[src/rtl/sysp_icb_bridge.sv]
// sysp_icb_bridge: ICB slave to system-peripheral register bus bridge.
// Decodes a 4-bit slot field of the command address into one-hot
// per-slot strobes and waits on a per-slot p_ready handshake.
// A response is returned for every command. Unmapped slots and
// timeouts produce an error response.
// The optional macro SYSP_BRIDGE_ERR_LOG_EN adds the err_addr/err_cnt
// error log outputs.
module sysp_icb_bridge #(
  parameter int unsigned SLOT_NUM     = 16,
  parameter int unsigned SLOT_SEL_LSB = 8,
  parameter int unsigned REG_AW       = 8,
  parameter int unsigned DW           = 32,
  parameter logic [15:0] SLOT_MASK    = 16'hFFFF,
  parameter int unsigned TIMEOUT      = 255
) (
  input  logic                   clk,
  input  logic                   rst_n,
  input  logic                   icb_cmd_valid,
  output logic                   icb_cmd_ready,
  input  logic [31:0]            icb_cmd_addr,
  input  logic                   icb_cmd_read,
  input  logic [DW-1:0]          icb_cmd_wdata,
  input  logic [DW/8-1:0]        icb_cmd_wmask,
  output logic                   icb_rsp_valid,
  input  logic                   icb_rsp_ready,
  output logic                   icb_rsp_err,
  output logic [DW-1:0]          icb_rsp_rdata,
  output logic [REG_AW-1:0]      p_addr,
  output logic [DW-1:0]          p_wdata,
  output logic [DW/8-1:0]        p_sel,
  output logic [SLOT_NUM-1:0]    p_we,
  output logic [SLOT_NUM-1:0]    p_rd,
  input  logic [SLOT_NUM*DW-1:0] p_rdata,
  input  logic [SLOT_NUM-1:0]    p_ready,
  output logic                   err_irq
`ifdef SYSP_BRIDGE_ERR_LOG_EN
  ,
  output logic [31:0]            err_addr,
  output logic [7:0]             err_cnt
`endif
);

  typedef enum logic [1:0] {IDLE, ACCESS, RSP} state_t;

  state_t            state_q, state_d;
  logic [31:0]       addr_q;
  logic [DW-1:0]     wdata_q;
  logic [DW/8-1:0]   wmask_q;
  logic              read_q;
  logic [3:0]        slot_q;
  logic              first_q;
  logic [7:0]        cnt_q;
  logic              rsp_err_q;
  logic [DW-1:0]     rsp_rdata_q;
  logic              err_irq_q;

  logic [3:0]        cmd_slot;
  logic              cmd_mapped;
  logic              cmd_hs;
  logic              sel_ready;
  logic [DW-1:0]     sel_rdata;
  logic              timeout_hit;
  logic              enter_rsp;
  logic              enter_err;
  logic [DW-1:0]     rdata_d;

  assign cmd_slot    = icb_cmd_addr[SLOT_SEL_LSB +: 4];
  assign cmd_mapped  = (32'(cmd_slot) < SLOT_NUM) && SLOT_MASK[cmd_slot];
  assign cmd_hs      = icb_cmd_valid && (state_q == IDLE);
  assign timeout_hit = (cnt_q == 8'(TIMEOUT - 1));

  // Select ready and read data of the latched slot
  always_comb begin
    sel_ready = 1'b0;
    sel_rdata = '0;
    for (int unsigned i = 0; i < SLOT_NUM; i++) begin
      if (slot_q == 4'(i)) begin
        sel_ready = p_ready[i];
        sel_rdata = p_rdata[i*DW +: DW];
      end
    end
  end

  // Next-state and response-capture decisions
  always_comb begin
    state_d   = state_q;
    enter_rsp = 1'b0;
    enter_err = 1'b0;
    rdata_d   = '0;
    case (state_q)
      IDLE: begin
        if (cmd_hs) begin
          if (cmd_mapped) begin
            state_d = ACCESS;
          end else begin
            state_d   = RSP;
            enter_rsp = 1'b1;
            enter_err = 1'b1;
          end
        end
      end
      ACCESS: begin
        if (sel_ready) begin
          state_d   = RSP;
          enter_rsp = 1'b1;
          rdata_d   = read_q ? sel_rdata : '0;
        end else if (timeout_hit) begin
          state_d   = RSP;
          enter_rsp = 1'b1;
          enter_err = 1'b1;
        end
      end
      RSP: begin
        if (icb_rsp_ready) state_d = IDLE;
      end
      default: state_d = IDLE;
    endcase
  end

  // State register
  always_ff @(posedge clk or negedge rst_n) begin
    if (!rst_n) state_q <= IDLE;
    else        state_q <= state_d;
  end

  // Command latch, wait counter, response and irq registers
  always_ff @(posedge clk or negedge rst_n) begin
    if (!rst_n) begin
      addr_q      <= '0;
      wdata_q     <= '0;
      wmask_q     <= '0;
      read_q      <= 1'b0;
      slot_q      <= '0;
      first_q     <= 1'b0;
      cnt_q       <= '0;
      rsp_err_q   <= 1'b0;
      rsp_rdata_q <= '0;
      err_irq_q   <= 1'b0;
    end else begin
      first_q   <= cmd_hs && cmd_mapped;
      err_irq_q <= enter_err;
      if (cmd_hs) begin
        addr_q  <= icb_cmd_addr;
        wdata_q <= icb_cmd_wdata;
        wmask_q <= icb_cmd_wmask;
        read_q  <= icb_cmd_read;
        slot_q  <= cmd_slot;
        cnt_q   <= '0;
      end else if ((state_q == ACCESS) && !sel_ready) begin
        cnt_q <= cnt_q + 8'd1;
      end
      if (enter_rsp) begin
        rsp_err_q   <= enter_err;
        rsp_rdata_q <= rdata_d;
      end else if ((state_q == RSP) && icb_rsp_ready) begin
        rsp_err_q   <= 1'b0;
        rsp_rdata_q <= '0;
      end
    end
  end

`ifdef SYSP_BRIDGE_ERR_LOG_EN
  // Error log: address of the last error response and a saturating count
  always_ff @(posedge clk or negedge rst_n) begin
    if (!rst_n) begin
      err_addr <= '0;
      err_cnt  <= '0;
    end else if (enter_err) begin
      err_addr <= (state_q == IDLE) ? icb_cmd_addr : addr_q;
      if (err_cnt != 8'hFF) err_cnt <= err_cnt + 8'd1;
    end
  end
`endif

  // One-hot strobes, only in the first ACCESS cycle
  always_comb begin
    p_we = '0;
    p_rd = '0;
    for (int unsigned i = 0; i < SLOT_NUM; i++) begin
      p_we[i] = first_q && !read_q && (slot_q == 4'(i));
      p_rd[i] = first_q &&  read_q && (slot_q == 4'(i));
    end
  end

  assign icb_cmd_ready = (state_q == IDLE);
  assign icb_rsp_valid = (state_q == RSP);
  assign icb_rsp_err   = rsp_err_q;
  assign icb_rsp_rdata = rsp_rdata_q;
  assign p_addr        = {addr_q[REG_AW-1:2], 2'b00};
  assign p_wdata       = wdata_q;
  assign p_sel         = wmask_q;
  assign err_irq       = err_irq_q;

endmodule

[config.mk]
export PLATFORM = sky130hd
export DESIGN_NAME = sysp_icb_bridge
export DESIGN_NICKNAME = d
export VERILOG_FILES = /design/src/rtl/sysp_icb_bridge.sv
export SDC_FILE = /design/constraint.sdc
export NUM_CORES = 1
export LEC_CHECK = 0
export ABC_AREA = 1
export BUFFER_PORTS_ARGS = -buffer_cell sky130_fd_sc_hd__buf_2
export CAP_MARGIN = 20
export CORE_AREA = 2 2 279 281
export CTS_CLUSTER_DIAMETER = 60
export DETAILED_ROUTE_END_ITERATION = 10
export DIE_AREA = 0 0 281 283
export PLACE_DENSITY_LB_ADDON = 0.15
export SLEW_MARGIN = 20
export SYNTH_ARGS = -nofsm -noshare
export SYNTH_HDL_FRONTEND = slang
export SYNTH_SLANG_ARGS = --single-unit
[constraint.sdc]
create_clock -name clk -period 3.4 [get_ports clk]
set_input_delay 0.17 -clock clk [delete_from_list [all_inputs] [get_ports clk]]
set_output_delay 0.17 -clock clk [all_outputs]
set_load 0.05 [all_outputs]
Word-level counts from Yosys, hierarchy flattened
Memory sizes are Yosys's and may differ from the RTL's.
Index checks and enable logic that the tools add are counted.
- $add $sub $neg: 1
- muxes and demuxes: 55
- equality and inequality tests: 21
- reduce and logical (&&, ||, !) cells: 45
- magnitude comparators: 1
- operator list (cell ; count):
    32-bit two-way mux ; 21
    1-bit logical AND ; 38
    4-bit == test, second input constant ; 8
    1-bit two-way mux ; 24
    4-bit by 3-bit == test with 1-bit output, second input constant ; 4
    8-bit two-way mux ; 2
    2-bit two-way mux ; 5
    8-bit by 1-bit adder with 8-bit output, second input constant ; 1
    4-bit by 2-bit == test with 1-bit output, second input constant ; 2
    8-bit == test, second input constant ; 1
    2-bit case mux with 3 select lines ; 1
    4-bit by 5-bit less-than comparator with 1-bit output, second input constant ; 1
    4-bit by 1-bit == test with 1-bit output, second input constant ; 1
    4-bit logical NOT ; 1
    2-bit by 1-bit inequality test with 1-bit output, second input constant ; 2
    1-bit case mux with 2 select lines ; 2
    2-bit nonzero test ; 2
    3-bit inequality test, second input constant ; 1
    3-bit AND reduction ; 1
    2-bit by 1-bit == test with 1-bit output, second input constant ; 1
    2-bit == test, second input constant ; 1
    1-bit logical NOT ; 2
    2-bit logical NOT ; 1
- input port bits: 601
- output and inout bits: 112
- memories kept: 1
- bits in registers: 94
- memory bits (read-only): 16
- word-level logic and storage cells: 135
- memory list (name ; words ; width ; read ports ; clocked after memory_dff ; wr ports ; RTL line ; text):
    (name not given) ; 16 ; 1 ; 1 ; 0 ; 0 ; 68 ; assign cmd_mapped = (32'(cmd_slot) < SLOT_NUM) && SLOT_MASK[cmd_slot];

Logic depth before layout (Yosys ltp)
- depth after elaboration: 21
- depth in mapped cells: 19
- gate-level depth less buffers: 18

Worst setup path before layout
No wires, ideal clock.
- path kind: register to register
- from: reg state_q[0]
- to: reg addr_q[2]
- clock period less this slack: 2.236 ns
- cell stages (with the launch flop): 8
- required time: 3.334 ns
- library setup time: 0.066 ns
- path buffers: 2
- data arrival time: 2.170 ns
- setup slack: 1.164 ns
- cells stage by stage: dfrtp_1 -> nor2_1 -> nand2_1 -> inv_1 -> clkbuf_1 -> buf_1 -> nand2_1 -> nand2_1
- word-level cells in the longest chain between the ends: 2
- RTL lines (element ; RTL line ; text):
    start, declared ; 45 ; state_t state_q, state_d;
    start signal, assigned ; 123 ; else state_q <= state_d;
    2-bit logical NOT ; - ;
    via icb_cmd_ready ; 19 ; output logic icb_cmd_ready,
    1-bit logical AND ; 69 ; assign cmd_hs = icb_cmd_valid && (state_q == IDLE);
    end signal, assigned ; 143 ; addr_q <= icb_cmd_addr;
    end, declared ; 46 ; logic [31:0] addr_q;
The timed path passes the listed nets, and every way through them passes these cells.
A chain may end at the register's enable or synchronous reset.

Worst setup path after layout
- from: reg slot_q[0]
- to: reg rsp_rdata_q[8], in the netlist icb_rsp_rdata[8]
- word-level cells in the longest chain between the ends: 21
- elaborated cells on any way between the ends: 55
- RTL lines (element ; RTL line ; text):
    start, declared ; 50 ; logic [3:0] slot_q;
    start signal, assigned ; 147 ; slot_q <= cmd_slot;
    4-bit logical NOT ; 77 ; if (slot_q == 4'(i)) begin
    32-bit two-way mux (16 in a row) ; 77 ;
    32-bit two-way mux ; 106 ; rdata_d = read_q ? sel_rdata : '0;
    32-bit two-way mux ; 103 ; if (sel_ready) begin
    32-bit two-way mux ; 90 ; case (state_q)
    32-bit two-way mux ; 152 ; if (enter_rsp) begin
    end signal, assigned ; 154 ; rsp_rdata_q <= rdata_d;
    end, declared ; 54 ; logic [DW-1:0] rsp_rdata_q;
Several ways; a longest one is shown, not always the timed one.

==> flow_summary.yaml <==
run_status:
  status: "finished, final reports clean"
finish:
  synthToLayoutAreaGrowth_pct: 69.2
  n_fill_cell: 9128
  design_area_um2: 13800
  drive_gt1_share_pct: 38.1
  register_area_um2: 2300
  fin_cells: 3211
  multi_input_area_um2: 5170
  nets: 2757
synthesis:
  ys_top_cells_by_count: "nand2_1, nor2_1, inv_1"
  ys_ff_latch: 92
  synthXorXnorAreaFrac_pct: 0.644
  synthTopCellsByArea: "nand2_1, dfrtp_1, nor2_1"
  synth_edf_count: 0
  synth_top_area_share_pct: 30.4
  ys_seq_area_share_pct: 28.2
  yosysTopAreaCell: "nand2_1"
  synth_top_family_by_area: "simple AND/OR/NAND/NOR gates"
  synth_area_um2: 8150
  ys_warn_count: 0
  syn_avg_cell_area_um2: 5.65
  synthAdderAreaFrac_pct: 0.307
  synth_cells: 1444
  yosysMostFrequentCell: "nand2_1"
  synth_compound_area_share_pct: 5.63
  ys.flop_type: "dfrtp_1"
  synthDistinctLibCells: 33
  synthArstFlopShare_pct: 100
  synth_mux_area_share_pct: 0
  synth_simple_gate_area_share_pct: 56.0
placed_design:
  finalWeightedCongestion: 1.00
  dpl.cell_count: 3136
  postPlaceCellArea_um2: 13000
  dpl.hpwl_um: 58100
  portBuffers: 688
floorplan:
  num_rows: 102
  start_util_pct: 10.6
  ios: 713
  die-area_um2: 79500
  core_area_um2: 76700
  die_w_um: 281
  die_h_um: 283
routing:
  wl_met2_um: 33000
  dr_wl_met3_um: 5380
  vias_per_cell: 3.85
  wl_per_cell_um: 21.5
  dr.pass1.iters: 5
  drtAntennaViolNets: 0
  wl_met1_um: 29400
  drc_errors: 0
  top_layer_used: "met5"
  drtIter0Drc: 772
  vias: 12400
  totalWireLength_um: 69100
timing:
  fin_crit_ns: 3.00
  max-slew-margin-rel_pct: 38.8
  fin_crit_sh_pct: 88.1
  maxSlewViolCount: 0
  finClkSkew_ns: 0.0114
  grt_setup_unrepaired: "no"
  fin_tns_setup_ns: 0
  fmax_mhz: 334
  hold_viol: 0
  worstMarginPinSlew_ns: 0.915
  setup_violations: 0
clock_network:
  htree_levels: 3
  clock-sinks: 92
  post_cts_resize_count: 0
  path_clk_slew_ns: 0.08
  insertion_delay_ns: 0.38
  post_cts_buffers: 0
  numCtsBuffers: 9
  cts_tree: "yes"
  cts_max_path_buffers: 2
  ctsRootBufferMaster: "clkbuf_16"
hold_path:
  whs_path_depth: 3
  min_path_type: "in -> reg"
critical_path:
  reg2reg_depth: 14
  path_delay_family: "simple AND/OR/NAND/NOR gates"
  criticalPathCategory: "reg -> reg"
  required_ns: 3.66
  crit_cells: 14
  cp_cell_sequence: "inv_1 > nand2_1 > nor2_1 > buf_4 > nand2_1 > nand3_1 > a21oi_1 > nand4_1 > o22ai_1 > nand4_1 > o21ai_0 > nand4_1 > nand2_1 > nand2_1"
  max_stage_delay_ns: 0.47
  cp_max_fo: 11
  worst_ep_arrival_time_ns: 3.26
  critical_path_buf_inv_count: 2
  crit_path_start_kind: "flip-flop"
  cpMostUsedCell: "nand2_1"
  end_kind: "flip-flop"
  slowest_stage: "dfrtp_1"
grt:
  grt-ovfl-total: 0
  grt_use_total_pct: 16.8
  antenna_found_initial: 18
  grt_max_degree: 50
  grt_pass1_vias: 12700
  grt_pass1_wl_um: 94600
pwr:
  seqPwrFrac_pct: 15.4
  power.leakage_nw: 7.50
  netSwitchingPower_mw: 7.01
  total_power_mw: 11.2
  internal-power_mw: 4.14
  swShare_pct: 62.9
  pwr-share-comb_pct: 74.6
  peakVddDrop_mv: 0.337
  power.clock.fraction_pct: 9.9
  powerDensity_nw_per_um2: 809
job:
  cap_violations: 0
==> final timing paths <==
path / startpoint / endpoint / slack (ns)
max: slot_q[0] / icb_rsp_rdata[8] / 0.40
max reg2reg: slot_q[0] / icb_rsp_rdata[8] / 0.40
max in group asynchronous: rst_n / p_wdata[24] / 2.07
min reg2reg: p_wdata[19] / p_wdata[19] / 0.48
min in group asynchronous: rst_n / icb_rsp_rdata[28] / 0.39
min: icb_cmd_addr[8] / slot_q[0] / 0.08
==> metal layers <==
layer,global-route usage (%),up-vias
li1,-,5960
met1,20.6,5834
met2,29.1,514
met3,4.58,60
met4,3.25,10
met5,0,-
==> cells by family (layout without fill, tap and decap cells) <==
| kind of cell | after synthesis | after routing |
|---|---|---|
| simple gates | 1070 | 1070 |
| flops | 92 | 92 |
| buf+inv | 184 | 898 |
| fa+ha+maj | 2 | 2 |
| other cells | 1 | 14 |
| compound gates | 89 | 89 |
| xor+xnor | 6 | 6 |
==> tightest hold or removal path: stages <==
cell and delay (ns):
buf_2 0.07, nand2_1 0.09, o21ai_0 0.08
==> registers in the layout, summed over array words and instances (netlist names) <==
register and count:
addr_q 6, cnt_q 8, err_irq 1, first_q 1
icb_rsp_err 1, icb_rsp_rdata 32, p_sel 4, p_wdata 32
read_q 1, slot_q 4, state_q 2
==> layout make-up <==
type	instances	area share [%]
Inverter	105	2.86
Timing Repair Buffer	777	31.0
Tap cell	1040	9.43
Sequential cell	92	16.7
Antenna cell	12	0.218
Clock inverter	7	0.644
Multi-Input combinational cell	1169	37.5
Clock buffer	9	1.63
==> stage by stage <==
stage / hold WS [ns] / setup WS (ns) / utilization (%)
final: 0.0758 / 0.405 / 18.0
after global routing: 0.0740 / 0.139 / 18.0
after CTS: 0.0460 / 0.299 / 17.9
after detailed placement: 0.294 / 0.364 / 16.9
after global placement: 0.282 / 0.366 / 16.9
after floorplan: -0.126 / 1.16 / -
==> power groups by stage <==
stage	combinational, mW	sequential [mW]	clock (mW)
2_1_floorplan	3.50	2.82	0
3_3_place_gp	8.53	1.74	0
3_5_place_dp	8.54	1.74	0
4_1_cts	8.61	1.73	1.19
5_1_grt	9.12	1.78	1.23
6_report	8.33	1.72	1.11
==> layout by cell type, fill, tap and decap left out, types with 9 or more instances in the layout <==
master / n
buf_2: 687
nand4_1: 79
inv_1: 99
clkbuf_16: 9
nand3_2: 10
nand2_1: 658
o21ai_0: 35
or2_2: 38
nand3_1: 89
nor2_1: 164
a21oi_1: 47
diode_2: 12
dlygate4sd3_1: 47
dfrtp_1: 92
buf_4: 39
==> repair_timing <==
action / CTS / global route
endpoints found under the hold margin: 91 / 0
hold buffers: 47 / 0
setup endpoints to repair: 0 / 0
Power figures use the tool's default switching activity.
